File: config.mk
export PLATFORM = sky130hd
export DESIGN_NAME = apb_master_multi_flat
export DESIGN_NICKNAME = d
export VERILOG_FILES = /design/src/rtl/apb_master_multi_pkg.sv /design/src/rtl/apb_master_multi_if.sv /design/src/rtl/apb_master_multi_addr_decoder.sv /design/src/rtl/apb_master_multi.sv /design/src/flat_wrapper.sv
export SDC_FILE = /design/constraint.sdc
export NUM_CORES = 1
export LEC_CHECK = 0
export BUFFER_PORTS_ARGS = -buffer_cell sky130_fd_sc_hd__buf_2
export CAP_MARGIN = 10
export CORE_ASPECT_RATIO = 0.5
export CORE_MARGIN = 8
export CORE_UTILIZATION = 40
export CTS_CLUSTER_SIZE = 25
export DETAILED_ROUTE_END_ITERATION = 7
export GPL_TIMING_DRIVEN = 0
export PLACE_DENSITY_LB_ADDON = 0.25
export SLEW_MARGIN = 25
export SYNTH_ARGS = -nofsm -noshare
export SYNTH_HDL_FRONTEND = slang
export SYNTH_SLANG_ARGS = --single-unit
File: constraint.sdc
create_clock -name PCLK -period 2.4 [get_ports PCLK]
set_input_delay 0.24 -clock PCLK [delete_from_list [all_inputs] [get_ports PCLK]]
set_output_delay 0.24 -clock PCLK [all_outputs]
set_load 0.05 [all_outputs]
File: src/rtl/apb_master_multi_pkg.sv
// rtl/apb_master_multi_pkg.sv - FSM states, select-width helper and default window for the multi-slave APB master
package apb_pkg;

  typedef enum logic [1:0] {
    IDLE,
    SETUP,
    ACCESS,
    DECERR
  } apb_state_e;

  localparam logic [31:0] DEF_BASE_ADDR   = 32'h1000_0000;
  localparam int          DEF_REGION_BITS = 12;

  // Never narrower than one bit, so a single-slave build still has a legal index vector.
  function automatic int sel_w(input int num_slv);
    return (num_slv > 1) ? $clog2(num_slv) : 1;
  endfunction

endpackage

File: src/rtl/apb_master_multi_if.sv
// rtl/apb_master_multi_if.sv - request/response handshake plus APB bus bundle for apb_master_multi
interface apb_master_multi_if #(
  parameter int ADDR_W  = 32,
  parameter int DATA_W  = 32,
  parameter int NUM_SLV = 4
);

  logic                      transfer;
  logic                      write;
  logic [ADDR_W-1:0]         addr;
  logic [DATA_W-1:0]         wdata;
  logic                      ready;
  logic [DATA_W-1:0]         rdata;
  logic                      err;

  logic [ADDR_W-1:0]         PADDR;
  logic                      PWRITE;
  logic                      PENABLE;
  logic [DATA_W-1:0]         PWDATA;
  logic [NUM_SLV-1:0]        PSEL;
  logic [NUM_SLV*DATA_W-1:0] PRDATA;
  logic [NUM_SLV-1:0]        PREADY;
  logic [NUM_SLV-1:0]        PSLVERR;

  modport master (
    input  transfer, write, addr, wdata, PRDATA, PREADY, PSLVERR,
    output ready, rdata, err, PADDR, PWRITE, PENABLE, PWDATA, PSEL
  );

  modport slave (
    output transfer, write, addr, wdata, PRDATA, PREADY, PSLVERR,
    input  ready, rdata, err, PADDR, PWRITE, PENABLE, PWDATA, PSEL
  );

endinterface

File: src/rtl/apb_master_multi_addr_decoder.sv
// rtl/apb_master_multi_addr_decoder.sv - maps a request address onto a slave index inside the APB window
module apb_addr_decoder
  import apb_pkg::*;
#(
  parameter int                ADDR_W      = 32,
  parameter int                NUM_SLV     = 4,
  parameter logic [ADDR_W-1:0] BASE_ADDR   = ADDR_W'(DEF_BASE_ADDR),
  parameter int                REGION_BITS = DEF_REGION_BITS,
  localparam int               SEL_W       = sel_w(NUM_SLV)
) (
  input  logic [ADDR_W-1:0] addr,
  output logic              hit,
  output logic [SEL_W-1:0]  idx
);

  localparam int TOP_LSB = REGION_BITS + SEL_W;

  logic top_match;
  logic idx_ok;

  assign idx       = addr[REGION_BITS +: SEL_W];
  assign top_match = (addr[ADDR_W-1:TOP_LSB] == BASE_ADDR[ADDR_W-1:TOP_LSB]);
  // Non-power-of-two slave counts leave unused indices inside the window.
  assign idx_ok    = ({{(32-SEL_W){1'b0}}, idx} < 32'(NUM_SLV));
  assign hit       = top_match && idx_ok;

endmodule

File: src/rtl/apb_master_multi.sv
// rtl/apb_master_multi.sv - APB master decoding one request at a time onto NUM_SLV slave selects
// Optional ACCESS timeout is compiled in with APB_TIMEOUT_EN.
module apb_master_multi
  import apb_pkg::*;
#(
  parameter int                ADDR_W      = 32,
  parameter int                DATA_W      = 32,
  parameter int                NUM_SLV     = 4,
  parameter logic [ADDR_W-1:0] BASE_ADDR   = ADDR_W'(DEF_BASE_ADDR),
`ifdef APB_TIMEOUT_EN
  parameter int                TIMEOUT_CYC = 16,
`endif
  parameter int                REGION_BITS = DEF_REGION_BITS
) (
  input  logic               PCLK,
  input  logic               PRESETn,
  apb_master_multi_if.master bus
);

  localparam int SEL_W = sel_w(NUM_SLV);

  apb_state_e        state;
  logic [SEL_W-1:0]  lat_idx;
  logic [SEL_W-1:0]  dec_idx;
  logic              dec_hit;
  logic              pready_sel;
  logic              pslverr_sel;
  logic [DATA_W-1:0] prdata_sel;
  logic              done_ok;
  logic              timeout;
  logic              complete;
  logic              take;

  apb_addr_decoder #(
    .ADDR_W      (ADDR_W),
    .NUM_SLV     (NUM_SLV),
    .BASE_ADDR   (BASE_ADDR),
    .REGION_BITS (REGION_BITS)
  ) u_dec (
    .addr (bus.addr),
    .hit  (dec_hit),
    .idx  (dec_idx)
  );

  assign pready_sel  = bus.PREADY[lat_idx];
  assign pslverr_sel = bus.PSLVERR[lat_idx];
  assign prdata_sel  = bus.PRDATA[lat_idx*DATA_W +: DATA_W];

  assign done_ok  = (state == ACCESS) && pready_sel;
  assign complete = done_ok || timeout;
  // A new request is accepted only from IDLE or in the cycle the current one completes.
  assign take     = bus.transfer && ((state == IDLE) || complete);

  assign bus.ready = complete || (state == DECERR);
  assign bus.err   = (done_ok && pslverr_sel) || timeout || (state == DECERR);
  assign bus.rdata = (done_ok && !bus.PWRITE) ? prdata_sel : '0;

`ifdef APB_TIMEOUT_EN
  localparam int CNT_W = $clog2(TIMEOUT_CYC + 1);

  logic [CNT_W-1:0] wait_cnt;

  assign timeout = (state == ACCESS) && !pready_sel && (wait_cnt == CNT_W'(TIMEOUT_CYC - 1));

  always_ff @(posedge PCLK or negedge PRESETn) begin
    if (!PRESETn) begin
      wait_cnt <= '0;
    end else if (state == SETUP) begin
      wait_cnt <= '0;
    end else if ((state == ACCESS) && !pready_sel) begin
      wait_cnt <= wait_cnt + CNT_W'(1);
    end
  end
`else
  assign timeout = 1'b0;
`endif

  always_ff @(posedge PCLK or negedge PRESETn) begin
    if (!PRESETn) begin
      state       <= IDLE;
      lat_idx     <= '0;
      bus.PADDR   <= '0;
      bus.PWRITE  <= 1'b0;
      bus.PWDATA  <= '0;
      bus.PSEL    <= '0;
      bus.PENABLE <= 1'b0;
    end else if (take) begin
      bus.PENABLE <= 1'b0;
      if (dec_hit) begin
        state      <= SETUP;
        lat_idx    <= dec_idx;
        bus.PADDR  <= bus.addr;
        bus.PWRITE <= bus.write;
        bus.PWDATA <= bus.wdata;
        bus.PSEL   <= NUM_SLV'(1) << dec_idx;
      end else begin
        state    <= DECERR;
        bus.PSEL <= '0;
      end
    end else begin
      case (state)
        SETUP: begin
          state       <= ACCESS;
          bus.PENABLE <= 1'b1;
        end
        ACCESS: begin
          if (complete) begin
            state       <= IDLE;
            bus.PSEL    <= '0;
            bus.PENABLE <= 1'b0;
          end
        end
        DECERR:  state <= IDLE;
        default: state <= IDLE;
      endcase
    end
  end

endmodule

File: src/flat_wrapper.sv
// flat-port wrapper written by rule: the top's interface ports become plain ports
module apb_master_multi_flat import apb_pkg::*;
#(
  parameter int                ADDR_W      = 32,
  parameter int                DATA_W      = 32,
  parameter int                NUM_SLV     = 4,
  parameter logic [ADDR_W-1:0] BASE_ADDR   = ADDR_W'(DEF_BASE_ADDR),

  parameter int                REGION_BITS = DEF_REGION_BITS
)
  (PCLK, PRESETn, bus_transfer, bus_write, bus_addr, bus_wdata, bus_PRDATA, bus_PREADY, bus_PSLVERR, bus_ready, bus_rdata, bus_err, bus_PADDR, bus_PWRITE, bus_PENABLE, bus_PWDATA, bus_PSEL);
  apb_master_multi_if #(.ADDR_W(ADDR_W), .DATA_W(DATA_W), .NUM_SLV(NUM_SLV)) bus_i ();
  input  logic PCLK;
  input  logic PRESETn;
  input wire logic [$bits(bus_i.transfer)-1:0] bus_transfer;
  input wire logic [$bits(bus_i.write)-1:0] bus_write;
  input wire logic [$bits(bus_i.addr)-1:0] bus_addr;
  input wire logic [$bits(bus_i.wdata)-1:0] bus_wdata;
  input wire logic [$bits(bus_i.PRDATA)-1:0] bus_PRDATA;
  input wire logic [$bits(bus_i.PREADY)-1:0] bus_PREADY;
  input wire logic [$bits(bus_i.PSLVERR)-1:0] bus_PSLVERR;
  output wire logic [$bits(bus_i.ready)-1:0] bus_ready;
  output wire logic [$bits(bus_i.rdata)-1:0] bus_rdata;
  output wire logic [$bits(bus_i.err)-1:0] bus_err;
  output wire logic [$bits(bus_i.PADDR)-1:0] bus_PADDR;
  output wire logic [$bits(bus_i.PWRITE)-1:0] bus_PWRITE;
  output wire logic [$bits(bus_i.PENABLE)-1:0] bus_PENABLE;
  output wire logic [$bits(bus_i.PWDATA)-1:0] bus_PWDATA;
  output wire logic [$bits(bus_i.PSEL)-1:0] bus_PSEL;
  assign bus_i.transfer = bus_transfer;
  assign bus_i.write = bus_write;
  assign bus_i.addr = bus_addr;
  assign bus_i.wdata = bus_wdata;
  assign bus_i.PRDATA = bus_PRDATA;
  assign bus_i.PREADY = bus_PREADY;
  assign bus_i.PSLVERR = bus_PSLVERR;
  assign bus_ready = bus_i.ready;
  assign bus_rdata = bus_i.rdata;
  assign bus_err = bus_i.err;
  assign bus_PADDR = bus_i.PADDR;
  assign bus_PWRITE = bus_i.PWRITE;
  assign bus_PENABLE = bus_i.PENABLE;
  assign bus_PWDATA = bus_i.PWDATA;
  assign bus_PSEL = bus_i.PSEL;
  apb_master_multi #(.ADDR_W(ADDR_W), .DATA_W(DATA_W), .NUM_SLV(NUM_SLV), .BASE_ADDR(BASE_ADDR), .REGION_BITS(REGION_BITS)) u_core (.PCLK(PCLK), .PRESETn(PRESETn), .bus(bus_i));
endmodule
==> out/metrics.csv <==
stage,metric,value,unit
place,cell count after placement,709,
die,Starting Density,40.89,%
critical_path,kind of end point of the critical path,output port,
cts,CTS tree,yes,
die,row count,25,
place,detailed placer's ending HPWL,11.31,mm
routing,WL/cell,18.42,um
timing,RSZ-0062 raised after global routing,yes,
finish,register area,1802,um^2
worst_hold_path,HP Class,primary input to flip-flop,
pwr,P_sw,1.266,mW
yosys,sequential share of the synthesized area,46.80,%
yosys,post-synth net total,474,
finish,multi-input logic area,2002,um^2
routing,routed vias/inst,4.754,
yosys,"Cell Area, Synth",3850,um^2
critical_path,Critical Path RT,2160,ps
yosys,top post-synthesis cells by area,"dfrtp_1 47%, mux4_2 20%, mux2_1 8.8%",
critical_path,Worst Path Max Fanout,10,
timing,max_slew headroom,61.68,%
global_routing,initial antenna violation count,0,
pwr,Tot Pwr,3.943,mW
pwr,pwr/cell area,634.9,nW/um^2
timing,Max Slew Vio Count,0,
finish,Non-Filler Instances,733,
finish,layout cell share with drive strength beyond 1,73.08,%
place,GPL Wtd Cong,0.8770,
global_routing,Overall Global Routing Usage,19.89,%
pwr,VDD IR max,417.0,uV
yosys,Synth Flop Type,dfrtp_1,
timing,final-report setup violation count,0,
critical_path,Worst Setup Start Kind,flip-flop,
timing,Setup TNS,0,ps
cts,Num Clock Sinks,72,
routing,router iterations before antenna repair,4,
critical_path,Critical-path top delay cell,dfrtp_1,
pwr,share of total power in sequential cells,32.0,%
pwr,Int Power,2.678,mW
cts,H-tree depth,3,
critical_path,crit-path cells,buf_6 > mux4_2 > nand2_1 > or2_4 > clkbuf_8 > nor2b_2 > buf_4,
flow_run,max-cap check violation count,0,
critical_path,arrival time of the worst setup path,2070,ps
yosys,Synth area leader,dfrtp_1,
yosys,post-synth top area share,46.80,%
timing,Max Clk Rate,432.1,MHz
pwr,Comb power frac,32.4,%
pwr,clock share of power,35.6,%
yosys,yosys warns,0,
yosys,Netlist cell types,33,
global_routing,total grt overflow,0,
critical_path,crit-path leading delay family,buffers and inverters,
die,I/O Pins,308,
yosys,ys async rst share,100.0,%
cts,Num CTS Buffers,9,
die,Die H,85.37,um
place,Post-Place Worst Slack,-175.5,ps
timing,"Hold Vio Cnt, Final",0,
finish,Layout Cell Area excl Fill,6211,um^2
global_routing,vias in the first global route,3834,
cts,Worst-Skew Late Latency,320,ps
routing,vias post-DR,3485,
timing,clk_skew,5.918,ps
timing,Final Cycle Share,96.43,%
timing,hold_ws,132.3,ps
pwr,Net Sw Frac,32.10,%
routing,final wirelength,13.50,mm
timing,Slew @ Worst Pin,574.8,ps
die,Die W,154.7,um
cts,clock slew at reported path FFs,60,ps
routing,drt initial violations,107,
yosys,Mean Syn Cell Area,14.47,um^2
finish,area added between synthesis and finish,61.33,%
routing,drt drc,0,
timing,minimum clock period,2314,ps
die,Core Box Area,9415,um^2
place,Placement Cell Area,5657,um^2
finish,antenna cell count,0,
finish,Nets,801,
cts,Clock Path Buffers,2,
critical_path,WS Path Type,flip-flop to output port,
yosys,number of synthesized register bits,72,
global_routing,global-route wire length before repair,20.78,mm
critical_path,Slowest Stage Delay on Critical Path,380,ps
finish,# fillers,759,
critical_path,WP buf/inv,3,
status,status,completed,
routing,Routed Antenna Nets,0,
cts,CTS Root Cell,clkbuf_16,
place,Port Buf Inserts,307,
yosys,Synth Instances,266,
pwr,P_leak,3.450,nW
yosys,"EDFF count, synth",0,
timing,final setup margin,85.66,ps
die,Die Footprint,13210,um^2
finish,final core occ,65.97,%
global_routing,largest net degree at the start of global routing,43,
## path summary, 6_finish.rpt
check                           slack, ps  cells past startpoint                                end                             start
worst max-delay path                   90                      7                      bus_rdata[26]     u_core.lat_idx[0]$_DFFE_PN0P_
worst min-delay path                  130                      2  u_core.bus.PWDATA[24]$_DFFE_PN0P_                     bus_wdata[24]
worst max register to register        150                      9  u_core.bus.PWDATA[23]$_DFFE_PN0P_       u_core.state[0]$_DFFE_PN0P_
worst min register to register        460                      1   u_core.bus.PADDR[28]$_DFFE_PN0P_  u_core.bus.PADDR[28]$_DFFE_PN0P_
max in group asynchronous            1460                      3   u_core.bus.PADDR[13]$_DFFE_PN0P_                           PRESETn
min in group asynchronous             390                      2  u_core.bus.PWDATA[27]$_DFFE_PN0P_                           PRESETn
## cell usage in the layout, fill, tap and decap left out, types with 2 or more instances in the layout
cell,synthesis,final
ha_1,4,3
clkbuf_4,0,2
clkbuf_16,0,9
nor3_1,2,2
inv_1,5,5
clkinv_2,0,3
clkbuf_2,2,2
nor4_1,3,3
buf_6,4,8
clkbuf_8,0,3
bufinv_16,0,2
mux4_2,34,34
a22o_1,4,4
nand2_1,5,5
nor2_1,3,3
nor2b_2,0,30
nor2b_1,50,20
a31o_2,2,2
buf_4,3,36
buf_8,0,4
mux2i_1,2,2
buf_2,3,278
dfrtp_1,72,72
mux2_1,30,30
mux2_2,17,17
## flip-flops by register name, indices dropped and copies added, names as in the netlist
| register | flops |
|---|---|
| u_core.state | 2 |
| u_core.bus.PADDR | 31 |
| u_core.bus.PENABLE | 1 |
| u_core.bus.PSEL | 4 |
| u_core.bus.PWRITE | 1 |
| u_core.lat_idx | 1 |
| u_core.bus.PWDATA | 32 |
## cell families after synthesis
kind of cell,synth area share [%]
multiplexers,34.16
flip-flops,46.80
adder cells (fa/ha/maj),1.300
AND/OR/NAND/NOR,11.67
AO/OA/AOI/OAI,2.502
buffers and inverters,3.575
## power by group through the flow
stage	Sequential (mW)	Clock, mW	Combinational (mW)
2_1_floorplan	1.31	0	0.726
3_3_place_gp	1.28	0	1.11
3_5_place_dp	1.29	0	1.13
4_1_cts	1.26	1.43	1.25
5_1_grt	1.26	1.47	1.36
6_report	1.26	1.40	1.28
## routing by layer
| metal | up-vias | track usage (%) | share of wire [%] |
|---|---|---|---|
| met5 | - | 0 | 0 |
| met4 | 0 | 5.560 | 1.2 |
| li1 | 1632 | - | - |
| met1 | 1682 | 21.43 | 36 |
| met2 | 155 | 37.08 | 55 |
| met3 | 16 | 6.336 | 8.3 |
## area by class of cell
type	count	share of cell area, %
clock inverters	6	1.330
clock buffers	10	3.848
flip-flops and latches	72	29.01
multi-input cells	170	32.23
repair buffers	316	27.50
inverters	5	0.3022
well taps	135	2.720
plain buffers	19	3.062
## timing repair
action | in CTS | in global routing
hold endpoints to repair | 30 | 0
buffers inserted | 3 | 4
gates resized for setup | 42 | 22
endpoints found under the setup margin | 72 | 71
pin swaps | 1 | 2
hold buffers | 1 | 0
## cell usage after synthesis, drive strengths merged, types with 3 or more instances
| cell | n |
|---|---|
| nand2 | 5 |
| buf | 11 |
| ha | 4 |
| nor4 | 3 |
| dfrtp | 72 |
| clkbuf | 8 |
| mux2 | 47 |
| nor2 | 3 |
| nor2b | 50 |
| mux4 | 34 |
| inv | 5 |
| a22o | 4 |
Power figures use the tool's default switching activity.
